[src/rtl/ppm_pkg.sv]
// Shared types for the pulse period meter: FSM state encoding and the
// counter-width helper used to size the period counter.
`timescale 1ns/1ps
package ppm_pkg;

  typedef enum logic [1:0] {
    IDLE       = 2'd0,
    WAIT_FIRST = 2'd1,
    COUNT      = 2'd2,
    HOLD       = 2'd3
  } ppm_state_e;

  function automatic int ppm_cnt_w(input int max_count);
    return $clog2(max_count + 1);
  endfunction

endpackage

[src/rtl/sync_rise_detect.sv]
// Two-flop synchroniser followed by a delay flop; emits a one-cycle rise
// strobe for each low-to-high transition of an asynchronous input.
`timescale 1ns/1ps
module sync_rise_detect (
  input  logic clk,
  input  logic rst,
  input  logic async_in,
  output logic rise
);

  logic s1_q, s2_q, s3_q;
  logic s1_d, s2_d, s3_d;

  always_comb begin
    s1_d = async_in;
    s2_d = s1_q;
    s3_d = s2_q;
  end

  always_ff @(posedge clk or posedge rst) begin
    if (rst) begin
      s1_q <= 1'b0;
      s2_q <= 1'b0;
      s3_q <= 1'b0;
    end else begin
      s1_q <= s1_d;
      s2_q <= s2_d;
      s3_q <= s3_d;
    end
  end

  assign rise = s2_q & ~s3_q;

endmodule

[src/rtl/pulse_period_meter.sv]
// Measures clk cycles between consecutive rising edges of sig_in and hands
// the result out on a valid/ready pair; flags a sticky timeout when no edge arrives.
//
//   state      | meaning
//   IDLE       | waiting for start, edges ignored
//   WAIT_FIRST | armed, waiting for the first rising edge
//   COUNT      | counting cycles since the first edge
//   HOLD       | result presented, waiting for period_ready
`timescale 1ns/1ps
module pulse_period_meter
  import ppm_pkg::*;
#(
  parameter  int MAX_COUNT = 1999999,
  localparam int CNT_W     = ppm_cnt_w(MAX_COUNT)
) (
  input  logic             clk,
  input  logic             rst,
  input  logic             sig_in,
  input  logic             start,
  input  logic             abort,
  input  logic             cont,
  output logic [CNT_W-1:0] period,
  output logic             period_valid,
  input  logic             period_ready,
  output logic             timeout,
  output logic             busy
);

  localparam logic [CNT_W-1:0] MAX_C = CNT_W'(MAX_COUNT);
  localparam logic [CNT_W-1:0] ONE_C = CNT_W'(1);

  logic rise;

  sync_rise_detect u_sync (
    .clk      (clk),
    .rst      (rst),
    .async_in (sig_in),
    .rise     (rise)
  );

  ppm_state_e       state_q, state_d;
  logic [CNT_W-1:0] cnt_q, cnt_d;
  logic [CNT_W-1:0] period_q, period_d;
  logic             valid_q, valid_d;
  logic             timeout_q, timeout_d;

  always_comb begin
    state_d   = state_q;
    cnt_d     = cnt_q;
    period_d  = period_q;
    valid_d   = valid_q;
    timeout_d = timeout_q;

    if (abort) begin
      state_d = IDLE;
      valid_d = 1'b0;
      cnt_d   = '0;
    end else begin
      case (state_q)
        IDLE: begin
          if (start) begin
            state_d   = WAIT_FIRST;
            cnt_d     = '0;
            timeout_d = 1'b0;
          end
        end
        WAIT_FIRST: begin
          if (rise) begin
            state_d = COUNT;
            cnt_d   = ONE_C;
          end else if (cnt_q == MAX_C) begin
            state_d   = IDLE;
            timeout_d = 1'b1;
          end else begin
            cnt_d = cnt_q + ONE_C;
          end
        end
        COUNT: begin
          // An edge landing on the terminal count still yields a result.
          if (rise) begin
            state_d  = HOLD;
            period_d = cnt_q;
            valid_d  = 1'b1;
          end else if (cnt_q == MAX_C) begin
            state_d   = IDLE;
            timeout_d = 1'b1;
          end else begin
            cnt_d = cnt_q + ONE_C;
          end
        end
        HOLD: begin
          if (valid_q && period_ready) begin
            valid_d = 1'b0;
            if (cont) begin
              state_d = WAIT_FIRST;
              cnt_d   = '0;
            end else begin
              state_d = IDLE;
            end
          end
        end
        default: state_d = IDLE;
      endcase
    end
  end

  always_ff @(posedge clk or posedge rst) begin
    if (rst) begin
      state_q   <= IDLE;
      cnt_q     <= '0;
      period_q  <= '0;
      valid_q   <= 1'b0;
      timeout_q <= 1'b0;
    end else begin
      state_q   <= state_d;
      cnt_q     <= cnt_d;
      period_q  <= period_d;
      valid_q   <= valid_d;
      timeout_q <= timeout_d;
    end
  end

  assign period       = period_q;
  assign period_valid = valid_q;
  assign timeout      = timeout_q;
  assign busy         = (state_q != IDLE);

endmodule

[config.mk]
export PLATFORM = sky130hd
export DESIGN_NAME = pulse_period_meter
export DESIGN_NICKNAME = d
export VERILOG_FILES = /design/src/rtl/ppm_pkg.sv /design/src/rtl/sync_rise_detect.sv /design/src/rtl/pulse_period_meter.sv
export SDC_FILE = /design/constraint.sdc
export NUM_CORES = 1
export LEC_CHECK = 0
export CELL_PAD_IN_SITES_DETAIL_PLACEMENT = 0
export CELL_PAD_IN_SITES_GLOBAL_PLACEMENT = 1
export CORE_MARGIN = 5
export CORE_UTILIZATION = 47
export DETAILED_ROUTE_END_ITERATION = 12
export PLACE_DENSITY_LB_ADDON = 0.1
export SKIP_LAST_GASP = 1
export SLEW_MARGIN = 20
export SYNTH_ARGS = -nofsm -noshare
export SYNTH_HDL_FRONTEND = slang
export SYNTH_SLANG_ARGS = --single-unit
[constraint.sdc]
create_clock -name clk -period 3.69 [get_ports clk]
set_input_delay 0.738 -clock clk [delete_from_list [all_inputs] [get_ports clk]]
set_output_delay 0.738 -clock clk [all_outputs]
set_load 0.03 [all_outputs]
==> results of run 1 <==
[registers in the layout, indices dropped and copies added (netlist names)]
name and flops:
cnt_q 21, period 21, u_sync.s3_q 1, u_sync.s1_q 1
state_q 2, timeout 1, u_sync.s2_q 1, period_valid 1
[cell usage after synthesis, drive strengths merged (3+ instances only)]
cell type   n  area share [%]
dfrtp      49              50
mux2       21             9.6
nor2       20             3.7
a21oi      16             3.2
nand2      12             1.8
o21ai      11             2.2
inv         8             1.2
nand4       8             2.0
xor2        8             2.8
a21o        6             1.8
buf         6             2.0
or3         6             1.5
ha          5             2.5
nand2b      4             1.0
nand3       4            0.81
o211ai      4             1.8
nand3b      3            0.91
or4         3             1.1
[logic make-up (layout without fill, tap and decap cells)]
group | Yosys count | in the layout
AO/OA/AOI/OAI | 49 | 49
XOR/XNOR | 8 | 8
adder cells (fa/ha/maj) | 5 | 5
buffers and inverters | 16 | 49
flip-flops | 49 | 49
multiplexers | 21 | 21
AND/OR/NAND/NOR | 75 | 75
[where the power goes]
part           internal [uW]  switching, uW
clock                    221            168
sequential               543           6.75
combinational           36.1           63.9
[cell type report]
cell class | count | area share [%]
inverters | 8 | 1.064
flip-flops and latches | 49 | 41.72
clock buffers | 7 | 2.937
multi-input cells | 158 | 39.29
clock inverters | 1 | 1.022
well taps | 70 | 2.980
repair buffers | 33 | 10.98
[worst max-delay path by stage]
stage	startpoint	endpoint	cells after the start
4_1_cts	state_q[0]	busy	4
3_3_place_gp	abort	period[10]	4
3_5_place_dp	abort	period[4]	4
6_report	state_q[0]	busy	4
2_1_floorplan	cnt_q[7]	cnt_q[4]	6
5_1_grt	state_q[0]	busy	4
[layout by cell type (no fill, tap or decap), types with 2 or more instances in the layout]
master | synthesis | layout
nand3b_1 | 3 | 3
mux2_2 | 21 | 21
a21oi_1 | 16 | 16
ha_1 | 5 | 5
xor2_1 | 8 | 8
or4b_1 | 2 | 2
o31ai_1 | 2 | 2
or4_1 | 2 | 2
clkbuf_8 | 0 | 6
nor2_1 | 19 | 18
nand2_1 | 12 | 12
clkdlybuf4s50_1 | 0 | 30
and2_1 | 2 | 2
nand2b_1 | 4 | 4
nand3_1 | 4 | 4
inv_1 | 8 | 7
nand4_1 | 8 | 8
o21ai_1 | 4 | 4
o211ai_2 | 3 | 3
or3_1 | 6 | 6
o21ai_0 | 7 | 7
buf_4 | 1 | 3
a21o_1 | 6 | 6
dfrtp_1 | 49 | 49
nor4_1 | 2 | 2
[layer usage]
metal | share of wire (%) | vias to the layer above | track usage [%]
met5 | 0 | - | 0
met4 | 0.93 | 0 | 5.814
met3 | 4.0 | 4 | 3.688
li1 | - | 879 | -
met1 | 45 | 920 | 21.21
met2 | 50 | 33 | 27.96
[stage by stage]
stage          cell area [sq um]  power (uW)  setup slack, ps  utilization [%]  hold slack [ps]
2_1_floorplan               2465       628.6             1565                -            331.2
3_3_place_gp                2821       662.1             1045            55.24            334.6
3_5_place_dp                2821       661.9             1032            55.24            340.4
4_1_cts                     2938        1056             1152            57.52            361.3
5_1_grt                     2939        1096             1060            57.55            383.6
6_report                    2939        1039             1169            57.55            360.4
==> metrics, run 1 <==
vias in the first global route=1854; non-filler cells, final=326; Placeable Area=5107 sq um; Placer Congestion=0.7863; reg2reg setup slack=~1300 ps; Worst R2R Start=cnt_q[7]; xor-xnor portion of the synthesized cell area=2.843%; compound-gate portion of the synthesized area=14.26%; slowest stage delay, CP=approximately 660 ps; CTS clk-pin slew, worst paths=80 ps; Reg2Reg Depth=5; Post-CTS Hold Buffers=0; DRT Pass-1 Iters=4; Initial Utilization=about half; hold path depth=0; fillers=484; asr flop ratio synth=100.0%; Post-Syn Area=~2500 sq um; RSZ-0062 raised after global routing=false; # port buffers=30; Post-Synth Adder-Cell Area=2.538%; data arrival time of the worst path=1780 ps; Cells after Synth=223; Mean Syn Cell Area=around 11 sq um; Total GRT Usage=16.70%; largest family of logic cells by synthesized area=simple AND/OR/NAND/NOR gates; hold crit path type=reg -> reg; P_leak=0.001312 uW; Die ar.=6793 sq um; Pwr per Cell Area=~350 nW/um^2; setup TNS=0 ps; H-tree depth=2; CP startpoint kind=register; clock skew=6.499 ps; Crit-path slowest cell=clkdlybuf4s50_1; drt via density=5.632; DRT iter0 DRCs=98; first-pass GRT wire length=8728 um; Post-synth EDFFs=0; dpl cells=318; Period minus WS final=around 2500 ps; TritonCTS clock tree=done; Crit path max-delay family=buffers and inverters; multiplexer share of the synthesized area=a little under a tenth; CP endpoint kind=primary output; Post-CTS Repair Setup Buffers=0; Slew Viols, Final=0; # Max-Cap Violations=0; Synth Register Bits=49; area of the multi-input gates=between 1000 and 1500 sq um; Slew @ Worst Pin=827.4 ps; pin count of the biggest net entering global routing=50; total wire length=4941 um; drc violations=0; Skew-Pair Late Insertion Delay=300 ps; Synthesized Nets=235; CTS Buf Count=5; post-route ant nets=0; max_slew headroom=between 40% and 50%; WP buf/inv=3; post-DR wirelength/cell=15.16 um; Die Ht=82.42 um; crit share post-route=between 60 and 70%; Worst R2R End=cnt_q[11]; CP dominant cell by count=inv_1; initial antenna violation count=0; YS warnings=0; Worst Path Required=2950 ps; clk sink count=49; Unique masters post-synth=48; maximum VDD drop=0.0002158 V; final hold viol count=0; io pins=31; post-synthesis simple-gate area fraction=17.51%; Area Growth Syn to Fin=19.24%; Min-Delay Endpoint=u_sync.s2_q; critical path class=reg -> out; layout cells sized above 1=17.19%; # rows=26; PostCTS Resize Cnt=0; routed vias=between 1500 and 2000; Synth Flop Type=dfrtp_1; final net count=267; Die Wd=82.42 um; gr ovfl total=0; Root Driver=clkbuf_8; diode count=0; hold wc startpoint=u_sync.s1_q; final setup fails=0; status=completed; clock buffer depth=2; crit path max fanout=6; sequential-to-total area share from yosys stat=49.75%; HPWL after detailed placement=approximately 3500 um; fmax=approximately 400 MHz; area taken by flip-flops and latches=1226 sq um; cell breakdown of the critical path=inv_1 > ha_1 > inv_1 > clkdlybuf4s50_1
Note: power is estimated with default switching activity, not from simulation.
==> run 2: changes to the inputs <==
--- a/config.mk
+++ b/config.mk
@@ -8,7 +8,7 @@
 export CELL_PAD_IN_SITES_DETAIL_PLACEMENT = 0
 export CELL_PAD_IN_SITES_GLOBAL_PLACEMENT = 1
 export CORE_MARGIN = 5
-export CORE_UTILIZATION = 47
+export CORE_UTILIZATION = 44
 export DETAILED_ROUTE_END_ITERATION = 12
 export PLACE_DENSITY_LB_ADDON = 0.1
 export SKIP_LAST_GASP = 1
==> constraint.sdc (replaced) <==
create_clock -name clk -period 2.6 [get_ports clk]
set_input_delay 0.52 -clock clk [delete_from_list [all_inputs] [get_ports clk]]
set_output_delay 0.52 -clock clk [all_outputs]
set_load 0.03 [all_outputs]
==> run 2 against run 1 <==
  * Utilization fell by 2.7 points
  * Non-clock buffer count rose by 7
  * Design area up 2.2%
  * Critical path depth up 1
  * Register-to-register slack got worse by 1000 ps
  * Critical path type is now reg -> reg
  * Critical endpoint is now cnt_q[17]
==> metrics, run 2 (same netlist as run 1, synthesis figures left out) <==
# Max-Cap Violations=0; critical path class=reg -> reg; fillers=489; reg2reg setup slack=approximately 290 ps; DRT Pass-1 Iters=4; RSZ-0062 raised after global routing=false; dpl cells=about 330; hold wc startpoint=u_sync.s1_q; Slew @ Worst Pin=504.4 ps; Gate power share=10.0%; first-pass GRT wire length=8873 um; Min-Delay Endpoint=u_sync.s2_q; post-DR wirelength/cell=14.84 um; crit share post-route=about nine tenths; Worst Path Required=roughly 2800 ps; HPWL after detailed placement=3624 um; total wire length=between 4000 and 5000 um; pre-CTS setup slack=between 200 and 250 ps; initial antenna violation count=0; max_slew headroom=65.93%; Post-CTS Hold Buffers=0; crit path max fanout=12; io pins=31; final net count=274; Reg2Reg Depth=5; Total GRT Usage=between 10% and 20%; CTS Buf Count=5; Area Growth Syn to Fin=21.88%; data arrival time of the worst path=2540 ps; diode count=0; setup TNS=0 ps; clk sink count=49; CTS clk-pin slew, worst paths=approximately 90 ps; gr ovfl total=0; H-tree depth=2; hold path depth=0; switching power=368.6 uW; DRT iter0 DRCs=90; non-filler cells, final=335; status=completed; Reg power frac=a little over half; maximum VDD drop=between 0.0002 and 0.00025 V; Pwr per Cell Area=494.3 nW/um^2; Skew-Pair Late Insertion Delay=310 ps; Worst R2R Start=cnt_q[13]; Root Driver=clkbuf_8; pin count of the biggest net entering global routing=50; CP endpoint kind=register; most frequent cells in the layout=dfrtp_1, clkdlybuf4s50_1, mux2_2; Slew Viols, Final=0; Worst R2R End=cnt_q[17]; Final WS setup=between 200 and 300 ps; routed vias=1804; vias in the first global route=1881; final setup fails=0; hold crit path type=reg -> reg; Period minus WS final=2315 ps; internal power=1116 uW; switching share of total power=24.83%; clock buffer depth=2; final hold viol count=0; drt via density=5.385; area taken by flip-flops and latches=~1200 sq um; # rows=27; Placeable Area=around 5500 sq um; TritonCTS clock tree=done; Die Ht=84.85 um; clock skew=approximately 15 ps; clock power share=37.4%; fmax=between 400 and 500 MHz; most common cell after layout, fill and taps aside=dfrtp_1; CP startpoint kind=register; P_leak=0.001349 uW; layout cells sized above 1=19.77%; post-route ant nets=0; # port buffers=30; Die ar.=7199 sq um; Die Wd=84.85 um; PostCTS Resize Cnt=0; Initial Utilization=45.04%; Post-CTS Repair Setup Buffers=0; area of the multi-input gates=approximately 1200 sq um; Placer Congestion=0.7458; drc violations=0
==> run 2: cell count changes in the layout (fill, tap and decap cells not counted) <==
| cell | previous run | this run |
|---|---|---|
| clkinv_2 | 1 | 0 |
| inv_2 | 0 | 1 |
| buf_12 | 0 | 1 |
| clkinv_4 | 0 | 1 |
| clkbuf_8 | 6 | 5 |
| clkinvlp_4 | 0 | 1 |
| buf_4 | 3 | 9 |
| clkbuf_1 | 1 | 0 |
==> run 2: power groups by stage <==
stage          sequential (uW)  combinational (uW)  clock (uW)
2_1_floorplan              795                97.2           0
3_3_place_gp               795                 151           0
6_report                   781                 149         555
4_1_cts                    781                 151         573
3_5_place_dp               796                 150           0
5_1_grt                    784                 166         612
==> run 2: critical path: stages, from the launching register on <==
cell and delay, ps:
dfrtp_1 450, or4b_1 510, or4_4 660, o2111ai_4 350
o21ai_1 120, a21oi_1 150
==> run 2: layout make-up <==
| type | instances | share of cell area [%] |
|---|---|---|
| clock buffer | 5 | 2.291 |
| clock inverter | 3 | 1.541 |
| inverter | 8 | 0.9996 |
| multi-input combinational | 158 | 38.44 |
| sequential | 49 | 40.82 |
| tap | 72 | 2.999 |
| timing repair buffer | 40 | 12.91 |
==> run 2: per-stage QoR <==
step	total power [uW]	instance area (sq um)	util [%]	hold WS, ps
final	1485	3004	54.89	358.2
after floorplan	892.2	2465	-	331.2
after CTS	1504	3004	54.89	361.4
after global routing	1561	3004	54.89	385.1
after global placement	946.4	2889	52.79	343.2
after detailed placement	946.3	2889	52.79	335.6
==> run 2: layer usage <==
layer | vias to the layer above | global-route usage (%) | share of wire, %
met1 | 881 | 19.61 | 46
met5 | - | 0 | 0
li1 | 887 | - | -
met2 | 29 | 25.12 | 48
met4 | 0 | 3.597 | 1.0
met3 | 7 | 3.786 | 4.4
==> run 2: worst max path at each step <==
stage,to,start
after floorplan,cnt_q[4],cnt_q[7]
after global placement,cnt_q[16],cont
after detailed placement,cnt_q[16],cont
after CTS,cnt_q[17],cnt_q[13]
after global routing,cnt_q[17],cnt_q[13]
final,cnt_q[17],cnt_q[13]
==> run 3: changes to the inputs <==
--- a/config.mk
+++ b/config.mk
@@ -5,12 +5,14 @@
 export SDC_FILE = /design/constraint.sdc
 export NUM_CORES = 1
 export LEC_CHECK = 0
+export ABC_AREA = 1
 export CELL_PAD_IN_SITES_DETAIL_PLACEMENT = 0
 export CELL_PAD_IN_SITES_GLOBAL_PLACEMENT = 1
 export CORE_MARGIN = 5
-export CORE_UTILIZATION = 44
+export CORE_UTILIZATION = 41
 export DETAILED_ROUTE_END_ITERATION = 12
 export PLACE_DENSITY_LB_ADDON = 0.1
+export SETUP_SLACK_MARGIN = 0.5
 export SKIP_LAST_GASP = 1
 export SLEW_MARGIN = 20
 export SYNTH_ARGS = -nofsm -noshare
==> run 3 against run 2 <==
  * Register-to-register slack better by 420 ps
  * Combinational power is 31% higher
  * Routed wire length is 36% higher
  * Design area is 7.5% higher
  * Critical path depth is 4 lower
  * Critical endpoint is now period_valid
==> metrics, run 3 <==
setup TNS=0 ps; Post-Syn Area=~2700 sq um; WP buf/inv=1; Final Util=50.59%; TritonCTS clock tree=done; gr ovfl total=0; cell breakdown of the critical path=clkdlybuf4s50_1; fillers=671; final hold viol count=0; Area Growth Syn to Fin=19.21%; Synth Flop Type=dfrtp_1; most common cell after layout, fill and taps aside=nand2_1; clock skew=between 9 and 10 ps; Slew Viols, Final=0; most frequent cells after synthesis=nand2_1, dfrtp_1, nor2_1; dpl cells=467; Slew @ Worst Pin=about 320 ps; critical path class=reg -> out; P_leak=0.001432 uW; CTS clk-pin slew, worst paths=90 ps; most frequent cells in the layout=nand2_1, dfrtp_1, nor2_1; Die Wd=91.30 um; # rows=29; data arrival time of the worst path=between 1000 and 1500 ps; first-pass GRT wire length=11430 um; Synth Register Bits=slightly below 50; YS warnings=0; RSZ-0062 raised after global routing=false; Post-synth EDFFs=0; status=completed; HPWL after detailed placement=5121 um; asr flop ratio synth=100.0%; final net count=410; Die Ht=91.30 um; clock buffer depth=2; pin count of the biggest net entering global routing=50; # Max-Cap Violations=0; post-DR wirelength/cell=14.21 um; io pins=31; clk sink count=just under 50; Crit-path slowest cell=clkdlybuf4s50_1; Crit path max-delay family=buffers and inverters; Post-CTS Hold Buffers=0; initial antenna violation count=0; maximum VDD drop=0.0002310 V; Reg2Reg Depth=9; DRT Pass-1 Iters=4; Skew-Pair Late Insertion Delay=310 ps; Total GRT Usage=16.90%; hold crit path type=reg -> reg; non-filler cells, final=476; drt via density=just over 5; # port buffers=30; Cells after Synth=between 300 and 400; most instantiated library cell after synthesis=nand2_1; Initial Utilization=a little over two fifths; fin area=between 3000 and 4000 sq um; Mean Syn Cell Area=7.445 sq um; layout cells sized above 1=under 10%; Post-CTS Repair Setup Buffers=0; Placeable Area=6386 sq um; Yosys top cell area share=45.24%; CP endpoint kind=primary output; post-route ant nets=0; hold path depth=0; routed vias=2403; max_slew headroom=between 70% and 80%; diode count=0; Unique masters post-synth=29; Placement Cell Area=3103 sq um; vias in the first global route=roughly 2300; drc violations=0; DRT iter0 DRCs=79; final setup fails=0; synth top area cells=dfrtp_1, nand2_1, nor2_1; Root Driver=clkbuf_8; Critical Path Stages=1; fmax=between 500 and 600 MHz; sequential-to-total area share from yosys stat=45.24%; Yosys top cell by area=dfrtp_1; slowest stage delay, CP=690 ps; CP startpoint kind=register; total wire length=approximately 6800 um; H-tree depth=2; Die ar.=8336 sq um; Pwr per Cell Area=480.9 nW/um^2; Worst Path Required=~2100 ps; Placer Congestion=0.8706; crit path max fanout=4; Synthesized Nets=376; Period minus WS final=1926 ps; CTS Buf Count=5; crit share post-route=74.07%
[run 3: cell types whose count changed in the layout (fill, tap and decap cells not counted), sizes merged, moves of 6 or more]
cell,change
or3,-6
mux2,-21
nand2,+96
a21o,-6
nor3,+8
buf,-7
o21ai,+24
a21oi,-6
inv,+35
nor2,+34
nand3,+26
[run 3: through the flow]
step,setup slack [ps],hold slack [ps],power (uW)
global placement,420.9,342.8,998.7
finish,674.1,365.4,1554
detailed placement,323.0,336.3,999.3
floorplan,907.2,331.2,939.6
global route,515.2,383.8,1632
CTS,514.4,366.6,1573
[run 3: metal layers]
layer  part of all wire (%)  vias to the layer above  GRT usage (%)
met5                      0                        -              0
met4                    1.8                        0          5.257
met3                    4.8                       13          3.223
met2                     44                       56          26.44
met1                     49                     1106          23.70
li1                       -                     1228              -
[run 3: what timing repair did]
| item | 4_1_cts | 5_1_grt |
|---|---|---|
| setup endpoints to repair | 1 | 9 |
| pin swaps | 0 | 1 |
| resized for setup | 2 | 3 |
| gates cloned | 0 | 1 |
[run 3: cell type report]
type	instances	area, sq um	share of cell area [%]
inverters	43	161.4	4.996
clock buffers	7	86.33	2.672
flip-flops and latches	49	1226	37.96
clock inverters	1	30.03	0.9295
multi-input cells	266	1300	40.24
repair buffers	33	330.3	10.22
well taps	77	96.34	2.982
[run 3: logic make-up (layout without fill, tap and decap cells)]
kind of cell / after synthesis / in the layout / synth area share, %
compound gates: 50 / 50 / 9.926
xor+xnor: 4 / 4 / 1.293
fa+ha+maj: 5 / 5 / 2.308
buf+inv: 50 / 84 / 7.386
flops: 49 / 49 / 45.24
simple gates: 206 / 207 / 33.84
[run 3: report_power, final]
group          leakage, uW  internal, uW  switching [uW]
combinational     0.000698          63.1             132
clock            0.0000585           314             257
sequential        0.000675           774            13.0
[run 3: final timing paths]
kind                                   start      endpoint  slack, ps
worst max-delay path            period_valid  period_valid        670
worst min-delay path             u_sync.s1_q   u_sync.s2_q        370
worst max register to register    state_q[0]     cnt_q[14]        710
worst min register to register   u_sync.s1_q   u_sync.s2_q        370
max in group asynchronous                rst    period[16]       1820
min in group asynchronous                rst      cnt_q[2]        560
